--- config.mk ---
export PLATFORM = sky130hd
export DESIGN_NAME = pwm_wrapper
export DESIGN_NICKNAME = d
export VERILOG_FILES = /design/src/rtl/pwm_pkg.sv /design/src/rtl/pwm_core.sv /design/src/rtl/pwm_wrapper.sv
export SDC_FILE = /design/constraint.sdc
export NUM_CORES = 1
export LEC_CHECK = 0
export CAP_MARGIN = 20
export CORE_MARGIN = 5
export CORE_UTILIZATION = 45
export DETAILED_ROUTE_END_ITERATION = 7
export PLACE_DENSITY = 0.7
export SLEW_MARGIN = 5
export SYNTH_ARGS = -nofsm -noshare
export SYNTH_HDL_FRONTEND = slang
export SYNTH_HIERARCHICAL = 1
export SYNTH_SLANG_ARGS = --single-unit
--- constraint.sdc ---
create_clock -name CLK100MHZ -period 8.39 [get_ports CLK100MHZ]
set_input_delay 0.839 -clock CLK100MHZ [delete_from_list [all_inputs] [get_ports CLK100MHZ]]
set_output_delay 0.839 -clock CLK100MHZ [all_outputs]
set_load 0.01 [all_outputs]
--- src/rtl/pwm_pkg.sv ---
// ============================================================================
// pwm_pkg : shared defaults, FSM state type and direction encodings for the
//           motor-drive PWM block.                                    rev 1.0
// ============================================================================
`default_nettype none

package pwm_pkg;

  localparam int unsigned CNT_W_DEF        = 12;
  localparam int unsigned DEAD_PERIODS_DEF = 1;

  typedef enum logic [0:0] {
    ST_RUN  = 1'b0,
    ST_DEAD = 1'b1
  } state_e;

  localparam logic DIR_FWD = 1'b0;
  localparam logic DIR_REV = 1'b1;

endpackage

`default_nettype wire

--- src/rtl/pwm_core.sv ---
// ============================================================================
// pwm_core : free-running period counter with duty compare; flags the cycle
//            whose closing edge wraps the counter to zero.            rev 1.0
// ============================================================================
`default_nettype none

module pwm_core
  import pwm_pkg::*;
#(
  parameter int unsigned CNT_W = CNT_W_DEF
) (
  input  logic             clk_i,
  input  logic             rst_ni,
  input  logic [CNT_W-1:0] duty_i,
  output logic             wrap_o,
  output logic             raw_o
);

  logic [CNT_W-1:0] cnt_q;
  logic [CNT_W-1:0] cnt_d;

  assign cnt_d = cnt_q + CNT_W'(1);

  always_ff @(posedge clk_i or negedge rst_ni) begin
    if (!rst_ni) begin
      cnt_q <= '0;
    end else begin
      cnt_q <= cnt_d;
    end
  end

  // Compare against the next count so the registered output lines up with it.
  assign wrap_o = &cnt_q;
  assign raw_o  = (cnt_d < duty_i);

endmodule

`default_nettype wire

--- src/rtl/pwm_wrapper.sv ---
// ============================================================================
// pwm_wrapper : sign-magnitude speed command to glitch-free PWM + direction,
//               with dead periods around every direction reversal.    rev 1.0
// ============================================================================
`default_nettype none

module pwm_wrapper
  import pwm_pkg::*;
#(
  parameter int unsigned CNT_W        = CNT_W_DEF,
  parameter int unsigned DEAD_PERIODS = DEAD_PERIODS_DEF
) (
  input  logic        CLK100MHZ,
  input  logic        rst,
  input  logic [15:0] data_in,
  output logic        spd,
  output logic        dir
);

  localparam int unsigned DEAD_W = (DEAD_PERIODS > 1) ? $clog2(DEAD_PERIODS) : 1;
  localparam logic [DEAD_W-1:0] DEAD_RELOAD = DEAD_W'(DEAD_PERIODS - 1);

  state_e              state_q, state_d;
  logic [CNT_W-1:0]    duty_q, duty_d;
  logic                dir_q, dir_d;
  logic [DEAD_W-1:0]   dead_q, dead_d;
  logic                spd_q, spd_d;

  logic                wrap;
  logic                raw;
  logic [CNT_W-1:0]    duty_new;
  logic                req_dir;
  logic                unused_data;

  // Truncation drops the low magnitude bits; full-scale therefore stops one count short of 100%.
  assign duty_new    = data_in[14 -: CNT_W];
  assign req_dir     = data_in[15];
  assign unused_data = ^data_in;

  pwm_core #(
    .CNT_W (CNT_W)
  ) u_core (
    .clk_i  (CLK100MHZ),
    .rst_ni (rst),
    .duty_i (duty_d),
    .wrap_o (wrap),
    .raw_o  (raw)
  );

  always_comb begin
    state_d = state_q;
    duty_d  = duty_q;
    dir_d   = dir_q;
    dead_d  = dead_q;
    if (wrap) begin
      unique case (state_q)
        ST_RUN: begin
          if (req_dir == dir_q) begin
            duty_d = duty_new;
          end else begin
            duty_d  = '0;
            dead_d  = DEAD_RELOAD;
            state_d = ST_DEAD;
          end
        end
        ST_DEAD: begin
          if (dead_q != '0) begin
            dead_d = dead_q - DEAD_W'(1);
          end else begin
            // Re-sample here: a request that reverted during the dead time just resumes.
            dir_d   = req_dir;
            duty_d  = duty_new;
            state_d = ST_RUN;
          end
        end
        default: state_d = ST_RUN;
      endcase
    end
    spd_d = raw && (state_d == ST_RUN);
  end

  always_ff @(posedge CLK100MHZ or negedge rst) begin
    if (!rst) begin
      state_q <= ST_RUN;
      duty_q  <= '0;
      dir_q   <= DIR_FWD;
      dead_q  <= '0;
      spd_q   <= 1'b0;
    end else begin
      state_q <= state_d;
      duty_q  <= duty_d;
      dir_q   <= dir_d;
      dead_q  <= dead_d;
      spd_q   <= spd_d;
    end
  end

  assign spd = spd_q;
  assign dir = dir_q;

endmodule

`default_nettype wire

=== After elaboration in Yosys (flattened, before gate mapping) ===
Cells that the tools add are included.

* Bits in registers: 28
* Word-level logic and storage cells: 29
* Output and inout port bits: 2

* Bitwise operators: 3
* $lt $le $gt $ge: 1
* Eq/ne operators: 2
* Mux-type cells: 11
* Add/sub/neg operators: 2
* Reductions and logical operators: 4

{| class="wikitable"
|+ Operators with widths
! operator !! number
|-
| 2-to-1 mux 12 bit || 3
|-
| one-hot mux 12 bit (2 select lines) || 1
|-
| AND reduction 14 bit || 1
|-
| AND reduction 13 bit || 1
|-
| adder 12 x 1 -> 12 bit (second input constant) || 1
|-
| less-than comparator 12 bit || 1
|-
| AND reduction 12 bit || 1
|-
| 2-to-1 mux 1 bit || 5
|-
| one-hot mux 1 bit (2 select lines) || 2
|-
| inverter 1 bit || 3
|-
| inequality test 2 bit (second input constant) || 1
|-
| equality test 1 bit || 1
|-
| logical AND 1 bit || 1
|-
| subtractor 1 bit (second input constant) || 1
|}

=== Depth between registers and ports, before layout ===
Gate-level depths: netlist of run 1.

* Depth after elaboration: 6
* Mapped depth: 14

=== By module ===
Netlist of run 1, hierarchy kept.

{| class="wikitable"
|+ By module, submodules not included
! module !! area each (um^2) !! times used !! cells an instance
|-
| pwm_core || 769.5 || 1 || 79
|-
| pwm_wrapper || 665.6 || 1 || 52
|}

=== Worst setup path after synthesis of run 1 ===
OpenSTA, ideal clock, no wires.

* Kind: reg2reg
* Start point: register u_core.cnt_q[0]
* End point: register spd_q, in the netlist spd
* Slack: 5.629 ns
* Stages on the path, launching flop included: 15
* Clock period less this slack: 2.761 ns
* Setup time: 0.065 ns
* Arrival time: 2.695 ns
* Cell sequence: dfrtp_1 > ha_1 > nand3_1 > nor4_1 > buf_6 > buf_6 > mux2i_1 > a21oi_1 > inv_1 > ha_1 > a21o_1 > a21oi_1 > nor2b_1 > a2111oi_2 > o211a_1

* Word-level cells in the longest chain between the ends: 4
* Elaborated cells on any way between the ends: 7
* Classes of those cells: add/sub (1); order compare (1); mux (2); bitwise (1); reduce/logical (2)

{| class="wikitable"
|+ RTL lines
! what !! RTL line !! RTL
|-
| start: declaration || pwm_core.sv:19 || <nowiki>logic [CNT_W-1:0] cnt_q;</nowiki>
|-
| start signal: assignment || pwm_core.sv:28 || <nowiki>cnt_q <= cnt_d;</nowiki>
|-
| AND reduction 12 bit || pwm_core.sv:33 || <nowiki>assign wrap_o = &cnt_q;</nowiki>
|-
| named net wrap || pwm_wrapper.sv:29 || <nowiki>logic wrap;</nowiki>
|-
| 2-to-1 mux 12 bit || pwm_wrapper.sv:55 || <nowiki>if (wrap) begin</nowiki>
|-
| named net duty_d[9] || pwm_wrapper.sv:24 || <nowiki>logic [CNT_W-1:0] duty_q, duty_d;</nowiki>
|-
| less-than comparator 12 bit || pwm_core.sv:34 || <nowiki>assign raw_o = (cnt_d < duty_i);</nowiki>
|-
| named net raw || pwm_wrapper.sv:30 || <nowiki>logic raw;</nowiki>
|-
| logical AND 1 bit || pwm_wrapper.sv:79 || <nowiki>spd_d = raw && (state_d == ST_RUN);</nowiki>
|-
| named net spd_d || pwm_wrapper.sv:27 || <nowiki>logic spd_q, spd_d;</nowiki>
|-
| end signal: assignment || pwm_wrapper.sv:94 || <nowiki>spd_q <= spd_d;</nowiki>
|-
| end: declaration || pwm_wrapper.sv:27 ||
|}

The timed path passes the listed nets, and every way through them passes these cells.
A chain may end at the register's enable or synchronous reset.

=== Worst setup path after layout of run 1 ===
Same ends and word-level chain as after synthesis.

==> results_dict.tcl, run 1 <==
set metrics [dict create \
    hold_class "flop to flop" \
    synth_area_um2 1440 \
    grt_pass1_vias 1036 \
    n_antenna_cell 0 \
    io_pins 20 \
    placed_cell_area_um2 1640 \
    cts-buffers-inserted 3 \
    die_h_um 66.5 \
    p_per_area_nw_per_um2 120 \
    post_cts_buffers 0 \
    antenna_found_initial 0 \
    slew_viol_final 0 \
    routabilityCongestion 0.699 \
    vias_per_cell 4.94 \
    cts_resized 0 \
    grt_start_max_net_pins 17 \
    vias 954 \
    ir_drop_mv 0.0497 \
    routedWlPerCell_um 12.9 \
    fmax_mhz 301 \
    path_class "flop to flop" \
    total_power_uw 200 \
    seq_area_frac_synth_pct 47.1 \
    synthesis.nets 161 \
    synth_ff_type "dfrtp_1" \
    port_buffers 16 \
    grtUsageTotal_pct 13.6 \
    overflow 0 \
    wl_um 2480 \
    cts_buffer_depth 2 \
    regArea_um2 676 \
    syn_inst 131 \
    fp.coreArea_um2 3050 \
    synthToLayoutAreaGrowth_pct 16.0 \
    fin_setup_tns_ns 0 \
    tritoncts "yes" \
    initial_utilization_pct 47.0 \
    path_max_fanout 16 \
    hold_slack_ns 0.511 \
    clock_latency_ns 0.32 \
    layout.nets 180 \
    grt_pass1_wl_um 4600 \
    finalClockSkew_ns 0.00283 \
    maxCapViolCount 0 \
    synth.top_cell.area_share_pct 47.1 \
    final-hold-violation-count 0 \
    period_needed_ns 3.33 \
    relSlewSlack_pct 42.5 \
    critPathLaunchType "flop" \
    setup_viol 0 \
    cp.required_ns 8.66 \
    clock-sinks 27 \
    synthTopCellsByCount "dfrtp_1, a21oi_1, inv_1, ha_1, mux2i_1" \
    outcome "completed" \
    clkTransAtPathRegs_ns 0.14 \
    postRouteAntennaNets 0 \
    dpl.hpwl_um 2030 \
    worstPathArrival_ns 3.60 \
    post-route-period-util_pct 39.7 \
    ctsHtreeMaxLevel 1 \
    p_leak_uw 0.000728 \
    initialDrtViolationCount 21 \
    async_flop_share_pct 100 \
    synthTopCellsByArea "dfrtp_1, ha_1, mux2i_1, a21oi_1, xnor2_1" \
    cp-end-kind "flop" \
    worst_slew_pin_slew_ns 0.860 \
    first_pass_iters 5 \
    yosysWarnings 6 \
    yosysTopAreaCell "dfrtp_1" \
    cts_hold_buf 0 \
    ys_types 26 \
    rsz0062_at_grt "no" \
    ys_ff_latch 27 \
    final_cell_area_um2 1660 \
    fillers 282 \
    synth_most_common_cell "dfrtp_1" \
    drc_errors 0 \
    synth_edf_count 0 \
    clockRootBuffer "clkbuf_4" \
    drive_above_1_share_pct 7.38 \
    die_area_um2 4420 \
    multi_input_area_um2 672 \
    die_x_um 66.5 \
    rows 20 \
    avgSynthCellArea_um2 11.0 \
]
[area by class of cell]
| class | instances | area share [%] |
|---|---|---|
| Clock buffer | 4 | 1.58 |
| Inverter | 14 | 3.16 |
| Sequential cell | 27 | 40.6 |
| Multi-Input combinational cell | 86 | 40.4 |
| Tap cell | 44 | 3.31 |
| Timing Repair Buffer | 18 | 11.0 |
[cell usage in the layout (no fill, tap or decap)]
cell and n:
a2111oi_2 1, a211oi_1 2, a211oi_2 1, a21o_1 1
a21oi_1 14, and4_2 1, buf_4 1, buf_8 1
clkbuf_1 1, clkbuf_4 3, clkdlybuf4s50_1 16, dfrtp_1 27
ha_1 12, inv_1 14, mux2_2 1, mux2i_1 12
nand2_1 7, nand2b_1 3, nand3_1 3, nand4_1 3
nor2_1 5, nor2b_1 1, nor2b_2 1, nor4_2 1
o211a_1 1, o21ai_0 3, o21ai_1 1, xnor2_1 8
xor2_1 4
[state kept, by name (all words and copies together) (netlist names)]
name	flops
duty_q	12
state_q	1
u_core/cnt_q	12
dir	1
spd	1
[path summary, 6_finish.rpt]
path | startpoint | endpoint | slack, ns | depth (start not counted)
max | u_core/cnt_q[0] | spd | 5.06 | 13
min | u_core/cnt_q[0] | u_core/cnt_q[0] | 0.51 | 1
max reg2reg | u_core/cnt_q[0] | spd | 5.06 | 13
min reg2reg | u_core/cnt_q[0] | u_core/cnt_q[0] | 0.51 | 1
max in group asynchronous | rst | duty_q[8] | 6.98 | 2
min in group asynchronous | rst | u_core/cnt_q[1] | 0.89 | 1
[report_power, final]
| group | internal [uW] | switching (uW) |
|---|---|---|
| Clock | 18.6 | 36.9 |
| Combinational | 7.60 | 5.66 |
| Sequential | 130 | 0.315 |
| Total | 157 | 42.9 |
[worst max-delay path, cell delays in order (launching register included)]
cell	delay, ns
dfrtp_1	0.43
ha_1	0.20
nand3_1	0.19
nor4_2	0.29
buf_4	0.29
nor2b_2	0.46
a21oi_1	0.16
inv_1	0.10
ha_1	0.24
a21o_1	0.18
a21oi_1	0.14
nor2b_1	0.07
a2111oi_2	0.32
o211a_1	0.20
[logic make-up after synthesis]
logic type                 count (synthesis)  share of synthesized area (%)
AOI/OAI and AO/OA                         24                           10.5
and+or+nand+nor                           25                           8.98
buffers and inverters                     18                           6.54
xor gates and xnor gates                  12                           7.32
DFF                                       27                           47.1
adders and majority gates                 12                           10.5
muxes                                     13                           9.15
[through the flow]
stage / utilization [%] / setup slack [ns] / cells
final: 54.5 / 5.06 / 193
after global routing: 54.5 / 4.77 / 193
after CTS: 54.5 / 5.00 / 193
after detailed placement: 53.6 / 4.80 / 189
after global placement: 53.2 / 4.85 / 188
after floorplan: - / 5.63 / 131
[metal layers]
| metal | part of all wire (%) | vias up | track usage, % |
|---|---|---|---|
| met1 | 46 | 448 | 16.0 |
| met3 | 5.0 | 2 | 3.04 |
| li1 | - | 490 | - |
| met2 | 48 | 14 | 23.9 |
| met4 | 0.68 | 0 | 5.33 |
| met5 | 0 | - | 0 |
No activity file was read; power rests on OpenSTA's default activity.
==> run 2: changes to the inputs <==
--- a/config.mk
+++ b/config.mk
@@ -9,7 +9,7 @@
 export CORE_MARGIN = 5
 export CORE_UTILIZATION = 45
 export DETAILED_ROUTE_END_ITERATION = 7
-export PLACE_DENSITY = 0.7
+export PLACE_DENSITY = 0.72
 export SLEW_MARGIN = 5
 export SYNTH_ARGS = -nofsm -noshare
 export SYNTH_HDL_FRONTEND = slang
==> constraint.sdc (replaced) <==
create_clock -name CLK100MHZ -period 2.9 [get_ports CLK100MHZ]
set_input_delay 0.29 -clock CLK100MHZ [delete_from_list [all_inputs] [get_ports CLK100MHZ]]
set_output_delay 0.29 -clock CLK100MHZ [all_outputs]
set_load 0.01 [all_outputs]
==> results_dict.tcl, run 2 (synthesized netlist as in run 1, its figures left out) <==
set metrics [dict create \
    ir_drop_mv 0.146 \
    die_x_um 66.5 \
    fmax_mhz 359 \
    drive_above_1_share_pct 20.1 \
    synthToLayoutAreaGrowth_pct 29.0 \
    io_pins 20 \
    grt_pass1_wl_um 4670 \
    grt_start_max_net_pins 28 \
    finalClockSkew_ns 0.00225 \
    port_buffers 16 \
    layout_commonest_cell "dfrtp_1" \
    cts_buffer_depth 2 \
    postRouteAntennaNets 0 \
    final_cells 203 \
    period_needed_ns 2.79 \
    worst_slew_pin_slew_ns 0.933 \
    cp-end-kind "flop" \
    outcome "completed" \
    initialDrtViolationCount 39 \
    initial_utilization_pct 47.0 \
    die_area_um2 4420 \
    critPathLaunch "u_core/cnt_q[1]" \
    first_pass_iters 4 \
    fp.coreArea_um2 3050 \
    maxCapViolCount 0 \
    drc_errors 0 \
    post-route-util_pct 60.7 \
    relSlewSlack_pct 37.6 \
    r2r_start "u_core/cnt_q[1]" \
    r2r_setup_slack_ns 0.11 \
    p_per_area_nw_per_um2 311 \
    final_cell_area_um2 1850 \
    p_leak_uw 0.000802 \
    wl_um 2940 \
    layout.nets 190 \
    multi_input_area_um2 767 \
    slew_viol_final 0 \
    rows 20 \
    total_power_uw 576 \
    grtUsageTotal_pct 13.8 \
    hold_class "input port to asynchronous set/reset pin" \
    cts-buffers-inserted 3 \
    top_regs "duty_q (12), u_core/cnt_q (12)" \
    fillers 263 \
    clock-sinks 27 \
    placed_cell_area_um2 1680 \
    routedWlPerCell_um 14.5 \
    vias 1032 \
    post-route-period-util_pct 96.1 \
    dpl.hpwl_um 2160 \
    reg2reg_depth 13 \
    cp.required_ns 3.16 \
    antenna_found_initial 0 \
    overflow 0 \
    grt_pass1_vias 998 \
    regArea_um2 676 \
    path_class "flop to flop" \
    place_inst 195 \
    final-hold-violation-count 0 \
    tritoncts "yes" \
    routabilityCongestion 0.772 \
    cts_hold_buf 0 \
    setup_viol 0 \
    clkTransAtPathRegs_ns 0.14 \
    vias_per_cell 5.08 \
    worstPathArrival_ns 3.05 \
    clockRootBuffer "clkbuf_4" \
    die_h_um 66.5 \
    final_cell_mix "dfrtp_1, clkdlybuf4s50_1, inv_1" \
    clock_latency_ns 0.31 \
    path_max_fanout 5 \
    ctsHtreeMaxLevel 1 \
    critPathLaunchType "flop" \
    r2r-end "spd" \
    n_antenna_cell 0 \
]
## run 2: cell count changes in the layout (fill, tap and decap cells not counted), sizes merged
cell    previous run  this run
nor2b              2         3
buf                2        10
clkbuf             4         5
## run 2: critical path, cell delays in order, from the launching register on
cell	delay (ns)
dfrtp_1	0.39
ha_2	0.21
nand3_4	0.10
nor4_4	0.28
buf_6	0.17
buf_8	0.13
mux2i_1	0.21
a21oi_1	0.07
inv_1	0.11
ha_1	0.23
o21ai_1	0.18
a211oi_2	0.11
a2111oi_4	0.36
o211a_1	0.19
## run 2: how the worst max path moves through the flow
stage / slack [ns] / end
after floorplan: 0.14 / spd
after global placement: -0.08 / spd
after detailed placement: -0.13 / spd
after CTS: 0.04 / spd
after global routing: -0.04 / spd
final: 0.11 / spd
## run 2: repair_timing
action                                  CTS  global route
buffers inserted                          0             2
pin swaps                                 1             9
resized for setup                         3            18
gates cloned                              0             2
endpoints found under the setup margin    1             1
## run 2: per-stage QoR
step / setup WS [ns] / setup TNS (ns) / hold slack, ns
6_report: 0.112 / 0 / 0.326
5_1_grt: -0.0367 / -0.0367 / 0.356
4_1_cts: 0.0375 / 0 / 0.334
3_5_place_dp: -0.129 / -0.129 / 0.498
3_3_place_gp: -0.0756 / -0.0756 / 0.495
2_1_floorplan: 0.139 / 0 / -0.00559
## run 2: report_power, final
group | internal, uW | total (uW) | switching, uW | leakage (uW)
logic | 21.2 | 38.2 | 17.0 | 0.000432
registers | 377 | 378 | 0.948 | 0.000355
clock network | 53.7 | 160 | 106 | 0.0000150
total | 452 | 576 | 124 | 0.000802
## run 2: cell type report
type	instances	area share (%)
inverters	14	2.84
multi-input cells	87	41.4
flip-flops and latches	27	36.5
clock buffers	4	1.42
well taps	44	2.97
repair buffers	27	14.9
## run 2: layer usage
layer  global-route usage, %  share of wire [%]  routed length, um  vias up
li1                        -                  -                  -      507
met1                    16.4                 42               1230      507
met2                    24.9                 53               1560       14
met3                    2.53                3.6                106        4
met4                    4.57                1.5                 44        0
met5                       0                  0                  0        -
